### config.mk
export PLATFORM = sky130hd
export DESIGN_NAME = uart_tx
export DESIGN_NICKNAME = d
export VERILOG_FILES = /design/src/rtl/uart_pkg.sv /design/src/rtl/uart_baud_cnt.sv /design/src/rtl/uart_tx.sv
export SDC_FILE = /design/constraint.sdc
export NUM_CORES = 1
export LEC_CHECK = 0
export CORE_MARGIN = 2
export CORE_UTILIZATION = 65
export CTS_BUF_LIST = sky130_fd_sc_hd__clkbuf_8
export DETAILED_ROUTE_END_ITERATION = 8
export DONT_BUFFER_PORTS = 1
export PLACE_DENSITY = 0.85
export SYNTH_ARGS = -nofsm -noshare
export SYNTH_HDL_FRONTEND = slang
export SYNTH_SLANG_ARGS = --single-unit
### constraint.sdc
create_clock -name clk -period 2.08 [get_ports clk]
set_input_delay 0.208 -clock clk [delete_from_list [all_inputs] [get_ports clk]]
set_output_delay 0.208 -clock clk [all_outputs]
set_load 0.01 [all_outputs]
### src/rtl/uart_pkg.sv
// uart_pkg: state encoding, baud divisors and frame limits
// shared by the UART transmitter and receiver.
package uart_pkg;

   typedef enum logic [1:0] {
      IDLE  = 2'd0,
      START = 2'd1,
      DATA  = 2'd2,
      STOP  = 2'd3
   } state_t;

   // clk cycles per bit at 100 MHz
   localparam int DIV_9600   = 10417;
   localparam int DIV_57600  = 1736;
   localparam int DIV_115200 = 868;

   localparam int DBIT_MIN = 5;
   localparam int DBIT_MAX = 8;
   localparam int SB_MIN   = 1;
   localparam int SB_MAX   = 2;

   function automatic int cnt_w(input int n);
      return (n > 1) ? $clog2(n) : 1;
   endfunction

endpackage

### src/rtl/uart_baud_cnt.sv
// uart_baud_cnt: free-running divider with sync clear;
// tick marks the last cycle of each DIV-cycle period.
module uart_baud_cnt
   import uart_pkg::*;
#(
   parameter int DIV = DIV_115200
) (
   input  logic clk,
   input  logic rst_n,
   input  logic clr,
   output logic tick
);

   localparam int W = cnt_w(DIV);

   logic [W-1:0] cnt;

   assign tick = (cnt == W'(DIV - 1));

   always_ff @(posedge clk) begin
      if (!rst_n || clr) begin
         cnt <= '0;
      end else if (tick) begin
         cnt <= '0;
      end else begin
         cnt <= cnt + 1'b1;
      end
   end

endmodule

### src/rtl/uart_tx.sv
// uart_tx: pops bytes from a show-ahead FIFO and sends them
// as start + DBIT data (LSB first) + SB_BITS stop, no parity.
module uart_tx
   import uart_pkg::*;
#(
   parameter int DBIT    = 8,
   parameter int SB_BITS = 1,
   parameter int CLK_DIV = DIV_115200
) (
   input  logic            clk,
   input  logic            rst_n,
   input  logic            tx_en,
   input  logic            fifo_empty,
   input  logic [DBIT-1:0] fifo_data,
   output logic            fifo_rd,
   output logic            tx,
   output logic            tx_busy
);

   localparam int BW = cnt_w(DBIT);
   localparam int SW = cnt_w(SB_BITS);

   state_t          state, state_n;
   logic [DBIT-1:0] shreg, shreg_n;
   logic [BW-1:0]   bit_cnt, bit_cnt_n;
   logic [SW-1:0]   stop_cnt, stop_cnt_n;
   logic            tx_n, busy_n;
   logic            clr, tick;

   uart_baud_cnt #(
      .DIV(CLK_DIV)
   ) u_baud (
      .clk  (clk),
      .rst_n(rst_n),
      .clr  (clr),
      .tick (tick)
   );

   always_ff @(posedge clk) begin
      if (!rst_n) begin
         state    <= IDLE;
         shreg    <= '0;
         bit_cnt  <= '0;
         stop_cnt <= '0;
         tx       <= 1'b1;
         tx_busy  <= 1'b0;
      end else begin
         state    <= state_n;
         shreg    <= shreg_n;
         bit_cnt  <= bit_cnt_n;
         stop_cnt <= stop_cnt_n;
         tx       <= tx_n;
         tx_busy  <= busy_n;
      end
   end

   // tx_n is the line level for the next cycle, so tx stays a pure flop
   always_comb begin
      state_n    = state;
      shreg_n    = shreg;
      bit_cnt_n  = bit_cnt;
      stop_cnt_n = stop_cnt;
      tx_n       = tx;
      busy_n     = tx_busy;
      fifo_rd    = 1'b0;
      clr        = 1'b0;
      unique case (state)
         IDLE: begin
            clr  = 1'b1;
            tx_n = 1'b1;
            if (tx_en && !fifo_empty) begin
               fifo_rd    = 1'b1;
               shreg_n    = fifo_data;
               bit_cnt_n  = '0;
               stop_cnt_n = '0;
               tx_n       = 1'b0;
               busy_n     = 1'b1;
               state_n    = START;
            end
         end
         START: begin
            if (tick) begin
               tx_n    = shreg[0];
               state_n = DATA;
            end
         end
         DATA: begin
            if (tick) begin
               shreg_n = shreg >> 1;
               if (bit_cnt == BW'(DBIT - 1)) begin
                  tx_n    = 1'b1;
                  state_n = STOP;
               end else begin
                  bit_cnt_n = bit_cnt + 1'b1;
                  tx_n      = shreg[1];
               end
            end
         end
         STOP: begin
            tx_n = 1'b1;
            if (tick) begin
               if (stop_cnt == SW'(SB_BITS - 1)) begin
                  busy_n  = 1'b0;
                  state_n = IDLE;
               end else begin
                  stop_cnt_n = stop_cnt + 1'b1;
               end
            end
         end
         default: begin
            state_n = IDLE;
         end
      endcase
   end

endmodule

==> impl_metrics.toml <==
[sta]
fin_crit_sh_pct = 89.2
fin_crit_ns = 1.86
fmax_mhz = 539
clock_skew_ns = 0.00654
finalMaxSlewViolations = 0
worstMarginPinSlew_ns = 0.521
whs_ns = 0.0735
finalSetupViolCount = 0
hold_viol = 0
relSlewSlack_pct = 65.2
tns_ns = 0
rsz0062_at_grt = "no"

[setup_path]
end_kind = "flip-flop"
path_delay_family = "simple AND/OR/NAND/NOR gates"
critPathRequiredTime_ns = 2.26
cpPeakStageDelay_ns = 0.39
cpMaxStageDelayCell = "dfxtp_1"
worstSetupPathType = "flip-flop to flip-flop"
crit_buf_inv = 0
rr_endpoint = "bit_cnt[2]$_SDFFE_PN0P_"
crit_fanout = 6
rrSetupSlack_ns = 0.22
r2r.worst_path.cells = 5
worstPathArrival_ns = 2.04
timing.rr.start = "u_baud.cnt[0]$_SDFF_PP0_"
path_cells = "ha_1, and4bb_4, nand4_2, or3b_1, a31oi_1"
cp-start-kind = "flip-flop"

[placed_design]
hpwlAfterDp_um = 1900
gp_congestion = 0.766
io_buffers = 0
placed_cells = 163

[drt]
postRouteAntennaNets = 0
routed_wl_um = 2580
wire_per_inst_um = 15.4
drtPass1Iterations = 4
drc = 0
dr_total_vias = 1018
first_iter_violations = 17
routed_via_density = 6.10

[layout]
area_delta_synth_final_pct = 4.42
nets = 160
multi_input_area_um2 = 785
layout_commonest_cell = "dfxtp_1"
fill_cells = 156
diodes = 0
fin_cells = 167
seqCellArea_um2 = 500
layout_common_cells = "25 x dfxtp_1, 14 x nor2_1, 10 x nand2_1"
drive_gt1_share_pct = 13.6

[pwr]
fin_total_pwr_uw = 1600
leakage_uw = 0.000498
peakVddDrop_mv = 0.899
power.density_nw_per_um2 = 1150

[yosys]
async_flop_share_pct = 0
netlist_area_um2 = 1330
syn_inst = 140
synth.distinct_cells = 38
ys.flop_type = "dfxtp_1"
synth_edf_count = 0
seq_area_frac_synth_pct = 37.6
ys_ff_latch = 25
syn_nets = 159
syn-mean-instance-area_um2 = 9.51
yosysWarnings = 0

[floorplan]
rows = 16
coreArea_um2 = 1940
io_pins = 15
die_height_um = 49.3
initial_core_util_pct = 68.6
die_area_um2 = 2430
die_w_um = 49.3

[cts]
cts.clk_slew.worst_paths_ns = 0.09
post_cts_buffers = 0
clock_sinks = 25
cts.repair.resized = 0
cts_max_path_buffers = 2
htree_num_levels = 1
root_buffer = "clkbuf_8"
worstSkewPairLatency_ns = 0.27
cts_buffers = 3
hold_buffers = 0
cts_tree = "yes"

[run_status]
outcome = "finished, final reports clean"

[global_routing]
grt_remaining_overflow = 0
met1_usage_pct = 28.5
grt_pass1_wl_um = 4340
track_usage_pct = 23.4
grt_util_met3_pct = 4.29
busiest_layer = "met2"
gr-usage-met2_pct = 40.8
grt_pass1_vias = 957
grt_max_degree = 14
antenna_found_initial = 0

[min_path]
hold_path_class = "primary input to flip-flop"
worstHoldPathCells = 2
worstHoldStart = "rst_n"
hold_end = "state[0]$_SDFFE_PN0P_"

[job]
cap_violations = 0
power by group:
| part | internal (µW) | total, µW | switching [µW] |
|---|---|---|---|
| sequential | 567 | 638 | 70.8 |
| clock | 132 | 284 | 152 |
| combinational | 290 | 680 | 390 |
layout make-up:
type,count,share of cell area (%)
Inverter,5,1.35
Clock inverter,1,0.270
Multi-Input combinational cell,105,56.4
Clock buffer,3,2.97
Sequential cell,25,36.0
Timing Repair Buffer,1,0.540
Tap cell,27,2.43
cell families (layout without fill, tap and decap cells):
kind of cell / Yosys count / count (layout) / share of synthesized area (%)
AOI/OAI and AO/OA: 28 / 28 / 18.1
xor gates and xnor gates: 8 / 8 / 5.26
adders and majority gates: 7 / 7 / 6.58
buffers and inverters: 10 / 10 / 3.48
DFF: 25 / 25 / 37.6
muxes: 9 / 9 / 6.77
and+or+nand+nor: 53 / 53 / 22.2
metal layers:
layer,share of wire [%],wire length [µm]
met5,0,0
met4,2.4,63
met3,2.9,74
met2,51,1300
met1,44,1140
state kept, by name (all words and copies together) (netlist names):
register and count:
state 2, bit_cnt 3, tx 1, shreg 8
tx_busy 1, u_baud.cnt 10
Yosys cell counts, types with 2 or more instances:
cell / count / share of area (%)
xor2_1: 4 / 2.6
ha_1: 7 / 6.6
nor2b_1: 2 / 0.94
o21ai_0: 2 / 0.75
a211oi_2: 8 / 7.5
xnor2_1: 4 / 2.6
dfxtp_1: 25 / 38
nand2_1: 10 / 2.8
a21oi_1: 8 / 3.0
nand3_1: 7 / 2.6
mux2i_1: 9 / 6.8
nor3_1: 2 / 0.75
inv_1: 5 / 1.4
nor2_1: 14 / 3.9
clkbuf_1: 3 / 0.85
a31oi_1: 3 / 1.4
and2_1: 2 / 0.94
nand4_1: 2 / 0.94
or3_1: 2 / 0.94
or3b_1: 2 / 1.3
nand2b_1: 2 / 0.94
through the flow:
stage,cell area (µm²),utilization [%],worst slack [ns]
2_1_floorplan,1330,-,0.492
3_3_place_gp,1350,69.3,0.377
3_5_place_dp,1350,69.3,0.273
4_1_cts,1390,71.6,0.221
5_1_grt,1390,71.6,0.144
6_report,1390,71.6,0.225
worst max path at each step:
stage | from | end | slack [ns] | depth (start not counted)
2_1_floorplan | bit_cnt[0]$_SDFFE_PN0P_ | bit_cnt[1]$_SDFFE_PN0P_ | 0.49 | 6
3_3_place_gp | bit_cnt[0]$_SDFFE_PN0P_ | bit_cnt[1]$_SDFFE_PN0P_ | 0.38 | 6
3_5_place_dp | u_baud.cnt[0]$_SDFF_PP0_ | bit_cnt[2]$_SDFFE_PN0P_ | 0.27 | 5
4_1_cts | u_baud.cnt[0]$_SDFF_PP0_ | bit_cnt[2]$_SDFFE_PN0P_ | 0.22 | 5
5_1_grt | u_baud.cnt[0]$_SDFF_PP0_ | bit_cnt[2]$_SDFFE_PN0P_ | 0.14 | 5
6_report | u_baud.cnt[0]$_SDFF_PP0_ | bit_cnt[2]$_SDFFE_PN0P_ | 0.22 | 5
Note: power is estimated with default switching activity, not from simulation.
